<file path="config.mk">
export PLATFORM = sky130hd
export DESIGN_NAME = vga_fb_pixel_stream_pipelined
export DESIGN_NICKNAME = d
export VERILOG_FILES = /design/src/rtl/vga_fb_pixel_stream_pipelined.sv
export SDC_FILE = /design/constraint.sdc
export NUM_CORES = 1
export LEC_CHECK = 0
export CORE_MARGIN = 2
export CORE_UTILIZATION = 63
export DETAILED_ROUTE_END_ITERATION = 8
export GPL_TIMING_DRIVEN = 0
export PLACE_DENSITY_LB_ADDON = 0.25
export RECOVER_POWER = 100
export SYNTH_ARGS = -nofsm -noshare
export SYNTH_HDL_FRONTEND = slang
export SYNTH_SLANG_ARGS = --single-unit
</file>
<file path="constraint.sdc">
create_clock -name clk -period 9.8 [get_ports clk]
set_input_delay 1.96 -clock clk [delete_from_list [all_inputs] [get_ports clk]]
set_output_delay 1.96 -clock clk [all_outputs]
set_load 0.1 [all_outputs]
</file>
<file path="src/rtl/vga_fb_pixel_stream_pipelined.sv">
// VGA frame-buffer pixel streamer: walks VGA timing, reads visible pixels over AXI, emits valid/ready pixels.
// Latency: visible grant -> m_valid >= 3 cycles, blank pixel 2 cycles. Backpressure: m_ready low holds output, fills FIFOs, then stalls grants.
// Optional: VGA_FB_PIXEL_STREAM_PIXEL_DOUBLE_EN shows each frame-buffer word as a 2x2 screen block.

module vga_fb_pixel_stream_fifo #(
   parameter int WIDTH = 8,
   parameter int DEPTH = 4
) (
   input  logic                         clk,
   input  logic                         reset,
   input  logic                         push,
   input  logic [WIDTH-1:0]             push_dat,
   input  logic                         pop,
   output logic [WIDTH-1:0]             pop_dat,
   output logic                         empty,
   output logic                         full,
   output logic [$clog2(DEPTH+1)-1:0]   count
);
   localparam int AW = (DEPTH > 1) ? $clog2(DEPTH) : 1;
   localparam int CW = $clog2(DEPTH + 1);

   logic [WIDTH-1:0] mem [DEPTH];
   logic [AW-1:0]    wr_ptr;
   logic [AW-1:0]    rd_ptr;
   logic             do_push;
   logic             do_pop;

   function automatic logic [AW-1:0] next_ptr(input logic [AW-1:0] p);
      return (p == AW'(DEPTH - 1)) ? '0 : p + 1'b1;
   endfunction

   assign empty   = (count == '0);
   assign full    = (count == CW'(DEPTH));
   assign do_push = push && !full;
   assign do_pop  = pop && !empty;
   assign pop_dat = mem[rd_ptr];

   always_ff @(posedge clk) begin
      if (do_push) mem[wr_ptr] <= push_dat;
   end

   always_ff @(posedge clk or posedge reset) begin
      if (reset) begin
         wr_ptr <= '0;
         rd_ptr <= '0;
         count  <= '0;
      end else begin
         if (do_push) wr_ptr <= next_ptr(wr_ptr);
         if (do_pop)  rd_ptr <= next_ptr(rd_ptr);
         case ({do_push, do_pop})
            2'b10:   count <= count + 1'b1;
            2'b01:   count <= count - 1'b1;
            default: count <= count;
         endcase
      end
   end
endmodule

module vga_fb_pixel_stream_pipelined #(
   parameter int PIXEL_BITS      = 12,
   parameter int META_BITS       = 4,
   parameter int H_VISIBLE       = 640,
   parameter int H_FRONT_PORCH   = 16,
   parameter int H_SYNC_PULSE    = 96,
   parameter int H_BACK_PORCH    = 48,
   parameter int H_WHOLE_LINE    = 800,
   parameter int V_VISIBLE       = 480,
   parameter int V_FRONT_PORCH   = 10,
   parameter int V_SYNC_PULSE    = 2,
   parameter int V_BACK_PORCH    = 33,
   parameter int V_WHOLE_FRAME   = 525,
   parameter int FB_WIDTH        = 640,
   parameter int AXI_ADDR_WIDTH  = 20,
   parameter int AXI_DATA_WIDTH  = 16,
   parameter int MAX_OUTSTANDING = 4,
   parameter int CTX_DEPTH       = 16
) (
   input  logic                          clk,
   input  logic                          reset,
   input  logic                          enable,
   input  logic [AXI_ADDR_WIDTH-1:0]     fb_base,
   output logic                          frame_start,
   output logic                          m_valid,
   input  logic                          m_ready,
   output logic                          hsync,
   output logic                          vsync,
   output logic [PIXEL_BITS/3-1:0]       red,
   output logic [PIXEL_BITS/3-1:0]       grn,
   output logic [PIXEL_BITS/3-1:0]       blu,
   output logic [META_BITS-1:0]          meta,
   output logic [AXI_ADDR_WIDTH-1:0]     sram_axi_araddr,
   output logic                          sram_axi_arvalid,
   input  logic                          sram_axi_arready,
   input  logic [AXI_DATA_WIDTH-1:0]     sram_axi_rdata,
   input  logic [1:0]                    sram_axi_rresp,
   input  logic                          sram_axi_rvalid,
   output logic                          sram_axi_rready
);
   localparam int COLOR_W  = PIXEL_BITS / 3;
   localparam int WORD_W   = PIXEL_BITS + META_BITS;
   localparam int HCW      = $clog2(H_WHOLE_LINE);
   localparam int VCW      = $clog2(V_WHOLE_FRAME);
   localparam int OW       = $clog2(MAX_OUTSTANDING + 1);
   localparam int SW       = OW + 2;
   localparam int HS_BEGIN = H_VISIBLE + H_FRONT_PORCH;
   localparam int HS_END   = HS_BEGIN + H_SYNC_PULSE;
   localparam int VS_BEGIN = V_VISIBLE + V_FRONT_PORCH;
   localparam int VS_END   = VS_BEGIN + V_SYNC_PULSE;

   typedef struct packed {
      logic visible;
      logic hsync;
      logic vsync;
   } ctx_t;

   logic [HCW-1:0]            col;
   logic [VCW-1:0]            row;
   logic [HCW-1:0]            col_f;
   logic [VCW-1:0]            row_f;
   logic [AXI_ADDR_WIDTH-1:0] base_q;
   logic [AXI_ADDR_WIDTH-1:0] base_sel;
   logic [AXI_ADDR_WIDTH-1:0] pix_addr;
   logic [OW-1:0]             out_cnt;
   logic [OW-1:0]             data_count;
   logic [SW-1:0]             inflight;
   logic                      discard;
   ctx_t                      cur_ctx;
   ctx_t                      ctx_head;
   logic                      at_origin;
   logic                      col_last;
   logic                      row_last;
   logic                      credit_ok;
   logic                      ar_free;
   logic                      grant;
   logic                      ar_hs;
   logic                      r_hs;
   logic                      ctx_empty;
   logic                      ctx_full;
   logic                      data_empty;
   logic                      out_load;
   logic                      blank_go;
   logic                      vis_go;
   logic [WORD_W-1:0]         data_head;
   logic                      data_unused_full;
   logic [$clog2(CTX_DEPTH+1)-1:0] ctx_unused_count;
   logic                      unused_bits;

   assign unused_bits     = ^{sram_axi_rresp, sram_axi_rdata, data_unused_full, ctx_unused_count};
   assign sram_axi_rready = 1'b1;

   assign cur_ctx.visible = (int'(col) < H_VISIBLE) && (int'(row) < V_VISIBLE);
   assign cur_ctx.hsync   = !((int'(col) >= HS_BEGIN) && (int'(col) < HS_END));
   assign cur_ctx.vsync   = !((int'(row) >= VS_BEGIN) && (int'(row) < VS_END));
   assign at_origin       = (col == '0) && (row == '0);
   assign col_last        = (int'(col) == H_WHOLE_LINE - 1);
   assign row_last        = (int'(row) == V_WHOLE_FRAME - 1);

`ifdef VGA_FB_PIXEL_STREAM_PIXEL_DOUBLE_EN
   assign col_f = col >> 1;
   assign row_f = row >> 1;
`else
   assign col_f = col;
   assign row_f = row;
`endif

   // Pixel (0,0) must already use the new frame's base, which lands in base_q at the same edge.
   assign base_sel = at_origin ? fb_base : base_q;
   assign pix_addr = base_sel + AXI_ADDR_WIDTH'(row_f) * AXI_ADDR_WIDTH'(FB_WIDTH)
                   + AXI_ADDR_WIDTH'(col_f);

   // Returned-but-unconsumed words also hold credit, so an always-ready R channel cannot overrun the data FIFO.
   assign inflight  = SW'(out_cnt) + SW'(sram_axi_arvalid) + SW'(data_count);
   assign credit_ok = inflight < SW'(MAX_OUTSTANDING);
   assign ar_free   = !sram_axi_arvalid || sram_axi_arready;
   assign grant     = enable && !ctx_full && (!cur_ctx.visible || (credit_ok && ar_free));
   assign ar_hs     = sram_axi_arvalid && sram_axi_arready;
   assign r_hs      = sram_axi_rvalid && sram_axi_rready;

   always_ff @(posedge clk or posedge reset) begin
      if (reset) begin
         col         <= '0;
         row         <= '0;
         base_q      <= '0;
         frame_start <= 1'b0;
      end else begin
         frame_start <= grant && at_origin;
         if (grant) begin
            if (at_origin) base_q <= fb_base;
            if (col_last) begin
               col <= '0;
               row <= row_last ? '0 : row + 1'b1;
            end else begin
               col <= col + 1'b1;
            end
         end
      end
   end

   always_ff @(posedge clk or posedge reset) begin
      if (reset) begin
         sram_axi_arvalid <= 1'b0;
         sram_axi_araddr  <= '0;
      end else if (grant && cur_ctx.visible) begin
         sram_axi_arvalid <= 1'b1;
         sram_axi_araddr  <= pix_addr;
      end else if (sram_axi_arready) begin
         sram_axi_arvalid <= 1'b0;
      end
   end

   // Responses to reads issued before a reset are dropped until this session issues its own first read.
   always_ff @(posedge clk or posedge reset) begin
      if (reset) begin
         out_cnt <= '0;
         discard <= 1'b1;
      end else begin
         if (grant && cur_ctx.visible) discard <= 1'b0;
         case ({ar_hs, r_hs})
            2'b10:   out_cnt <= out_cnt + 1'b1;
            2'b01:   out_cnt <= (out_cnt != '0) ? out_cnt - 1'b1 : out_cnt;
            default: out_cnt <= out_cnt;
         endcase
      end
   end

   vga_fb_pixel_stream_fifo #(.WIDTH($bits(ctx_t)), .DEPTH(CTX_DEPTH)) u_ctx_fifo (
      .clk      (clk),
      .reset    (reset),
      .push     (grant),
      .push_dat (cur_ctx),
      .pop      (blank_go || vis_go),
      .pop_dat  (ctx_head),
      .empty    (ctx_empty),
      .full     (ctx_full),
      .count    (ctx_unused_count)
   );

   vga_fb_pixel_stream_fifo #(.WIDTH(WORD_W), .DEPTH(MAX_OUTSTANDING)) u_data_fifo (
      .clk      (clk),
      .reset    (reset),
      .push     (r_hs && !discard),
      .push_dat (sram_axi_rdata[WORD_W-1:0]),
      .pop      (vis_go),
      .pop_dat  (data_head),
      .empty    (data_empty),
      .full     (data_unused_full),
      .count    (data_count)
   );

   assign out_load = !m_valid || m_ready;
   assign blank_go = out_load && !ctx_empty && !ctx_head.visible;
   assign vis_go   = out_load && !ctx_empty && ctx_head.visible && !data_empty;

   always_ff @(posedge clk or posedge reset) begin
      if (reset) begin
         m_valid <= 1'b0;
         hsync   <= 1'b1;
         vsync   <= 1'b1;
         red     <= '0;
         grn     <= '0;
         blu     <= '0;
         meta    <= '0;
      end else if (out_load) begin
         if (blank_go) begin
            m_valid <= 1'b1;
            hsync   <= ctx_head.hsync;
            vsync   <= ctx_head.vsync;
            red     <= '0;
            grn     <= '0;
            blu     <= '0;
            meta    <= '0;
         end else if (vis_go) begin
            m_valid <= 1'b1;
            hsync   <= ctx_head.hsync;
            vsync   <= ctx_head.vsync;
            red     <= data_head[PIXEL_BITS-1 -: COLOR_W];
            grn     <= data_head[PIXEL_BITS-COLOR_W-1 -: COLOR_W];
            blu     <= data_head[COLOR_W-1:0];
            meta    <= data_head[PIXEL_BITS +: META_BITS];
         end else begin
            m_valid <= 1'b0;
         end
      end
   end
endmodule

</file>
==> impl_metrics.env <==
export IMPL_cts_tree="built"
export IMPL_period_minus_slack_ps=6530
export IMPL_synth_top_area_share_pct=30.6
export IMPL_grt_pass1_wl_um=36700
export IMPL_setup_tns_ps=0
export IMPL_num_rows=48
export IMPL_n_antenna_cell=0
export IMPL_wire_per_inst_um=18.4
export IMPL_synth_net_count=1008
export IMPL_clockRootBuffer="clkbuf_16"
export IMPL_io_pins=86
export IMPL_synth_area_leaders="edfxtp_1 31%, dfrtp_1 23%, ha_1 8.2%"
export IMPL_syn_avg_cell_area_um2=12.4
export IMPL_crit_start="reset"
export IMPL_p_leak_nw=5.35
export IMPL_postCtsSetupRepairBufs=0
export IMPL_ctsResizeCount=0
export IMPL_violations="capacitance limit, slew limit"
export IMPL_final_util_pct=74.2
export IMPL_fp_dieArea_mm2=0.0185
export IMPL_die_y_um=136
export IMPL_cap_violations=2
export IMPL_hold_viol=0
export IMPL_critical_path_max_fanout=66
export IMPL_seqCellArea_mm2=0.00599
export IMPL_yosys_area_share_simple_pct=11.5
export IMPL_worstMarginPinSlew_ps=3720
export IMPL_gr_total_overflow=0
export IMPL_grt_max_degree=67
export IMPL_synth_cell_type_count=58
export IMPL_finalNetCount=1114
export IMPL_maxSlewViolCount=108
export IMPL_worstSkewPairLatency_ps=500
export IMPL_worstReg2RegStart="col[4]"
export IMPL_routabilityCongestion=0.862
export IMPL_path_clk_slew_ps=60
export IMPL_first_iter_violations=388
export IMPL_vdd_drop_max_uv=259
export IMPL_endpoint_kind="async pin"
export IMPL_worst_ep_arrival_time_ps=6270
export IMPL_ys_ff_latch=217
export IMPL_synth_compound_area_share_pct=6.65
export IMPL_initial_utilization_pct=63.9
export IMPL_synth_edf_count=112
export IMPL_synth_mux_area_share_pct=11.5
export IMPL_ys_flop_type="edfxtp_1"
export IMPL_port_buffers=81
export IMPL_mostFrequentLayoutCell="nand2_1"
export IMPL_die_x_um=136
export IMPL_finalSetupViolCount=0
export IMPL_crit_type="input pin to async pin"
export IMPL_required_ps=9540
export IMPL_fillCellCount=1156
export IMPL_vias_per_cell=5.76
export IMPL_area_delta_synth_final_pct=16.1
export IMPL_synth_top_area_cell="edfxtp_1"
export IMPL_cts_sinks=217
export IMPL_power_density_mw_per_mm2=295
export IMPL_vias=7090
export IMPL_grt_usage_pct=25.3
export IMPL_dp_hpwl_um=15700
export IMPL_yosysSeqAreaShare_pct=54.6
export IMPL_outcome="complete, but fails checks"
export IMPL_drt_first_pass_iters=5
export IMPL_clock_skew_ps=17.5
export IMPL_htreeDepth=1
export IMPL_drive_gt1_share_pct=8.85
export IMPL_async_flop_share_pct=48.4
export IMPL_synth_top_family_by_area="multiplexers"
export IMPL_coreArea_mm2=0.0172
export IMPL_period_share_pct=66.6
export IMPL_ctsLongestPathBuffers=3
export IMPL_drc_errors=0
export IMPL_numCtsBuffers=22
export IMPL_synthAdderAreaFrac_pct=9.66
export IMPL_rsz0062_at_grt="false"
export IMPL_drtAntennaViolNets=0
export IMPL_clock_fmax_mhz=153
export IMPL_syn_area_mm2=0.0110
export IMPL_synth_xor_area_share_pct=3.19
export IMPL_maxSlewHeadroom_pct=-148
export IMPL_antenna_found_initial=0
export IMPL_met3_usage_pct=3.54
export IMPL_routed_wl_um=22700
export IMPL_met1_usage_pct=34.0
export IMPL_worstSetupStartpointType="input pin"
export IMPL_multi_input_area_mm2=0.00465
export IMPL_yosysWarnings=0
export IMPL_synthesis_instances=884
export IMPL_use_met2_pct=43.8
export IMPL_worstHoldStart="base_q[2]"
export IMPL_busiest_layer="met2"
export IMPL_holdCritPathClass="flop to flop"
export IMPL_grt_pass1_vias=7284
export IMPL_hold_buffers=0
export IMPL_mostFrequentLayoutCells="116 x nand2_1, 112 x edfxtp_1, 102 x dfrtp_1, 72 x ha_1, 60 x dlygate4sd3_1"
==> cell usage after synthesis, drive strengths merged, types with 3 or more instances <==
cell type / number
o211ai: 4
o31ai: 7
xnor2: 21
or2: 3
a211oi: 5
or3: 7
nand2: 116
nand3b: 3
a21oi: 26
nand2b: 11
nor2b: 8
mux2i: 25
nand3: 16
nor2: 52
nor4: 4
and3: 10
ha: 72
fa: 8
and2: 17
clkbuf: 19
mux2: 27
nand4: 6
dfstp: 3
a31oi: 5
edfxtp: 112
buf: 14
dfrtp: 102
xor2: 19
mux4: 30
a21o: 10
nor3: 9
inv: 39
o21ai: 52
==> final timing paths <==
path,endpoint,cells after the start,slack [ps]
max in group clk,sram_axi_araddr[19],18,4210
max,u_ctx_fifo.rd_ptr[1],3,3270
min in group asynchronous,sram_axi_araddr[16],2,2350
max reg2reg,sram_axi_araddr[19],18,4210
min reg2reg,base_q[2],2,470
min,base_q[2],2,470
==> flip-flops by register name, indices dropped and copies added, names as in the netlist, 5 cells and up <==
signal	cells
base_q	20
sram_axi_araddr	20
u_ctx_fifo.mem	48
u_data_fifo.mem	64
col	10
u_ctx_fifo.count	5
row	10
==> cell families (layout without fill, tap and decap cells) <==
family	after synthesis	after routing
mux	82	82
buf+inv	72	194
flops	217	217
compound gates	123	123
fa+ha+maj	80	80
xor+xnor	40	40
simple gates	269	269
other cells	1	1
==> critical path, cell delays in order <==
cell,delay [ps]
dlygate4sd3_1,540
clkinvlp_2,1020
clkbuf_1,2690
==> per-stage QoR <==
step	total power, mW	hold slack (ps)	setup WS, ps	cells	cell area [um^2]
final	3.77	473	3270	1231	12800
after detailed placement	2.99	459	4220	1191	12100
after floorplan	2.58	442	5080	884	11000
after global placement	2.93	454	3270	1190	12100
after CTS	3.84	475	4700	1231	12800
after global routing	3.97	507	2260	1231	12800
==> layout make-up <==
type | count | share of cell area, %
buffer | 33 | 1.14
clock buffer | 28 | 4.66
clock inverter | 12 | 0.952
inverter | 39 | 1.16
multi-input combinational | 595 | 36.5
sequential | 217 | 47.0
tap | 225 | 2.21
timing repair buffer | 82 | 6.39
==> power by group <==
| part | internal (mW) | leakage, nW | switching [mW] | total, mW |
|---|---|---|---|---|
| sequential | 1.16 | 2.26 | 0.121 | 1.29 |
| clock | 0.485 | 0.339 | 0.347 | 0.832 |
| combinational | 0.560 | 2.75 | 1.09 | 1.65 |
==> layer usage <==
layer,part of all wire (%),up-vias
met1,44,3484
li1,-,3409
met3,4.2,36
met2,50,161
met5,0,-
met4,1.6,0
No activity file was read; power rests on OpenSTA's default activity.
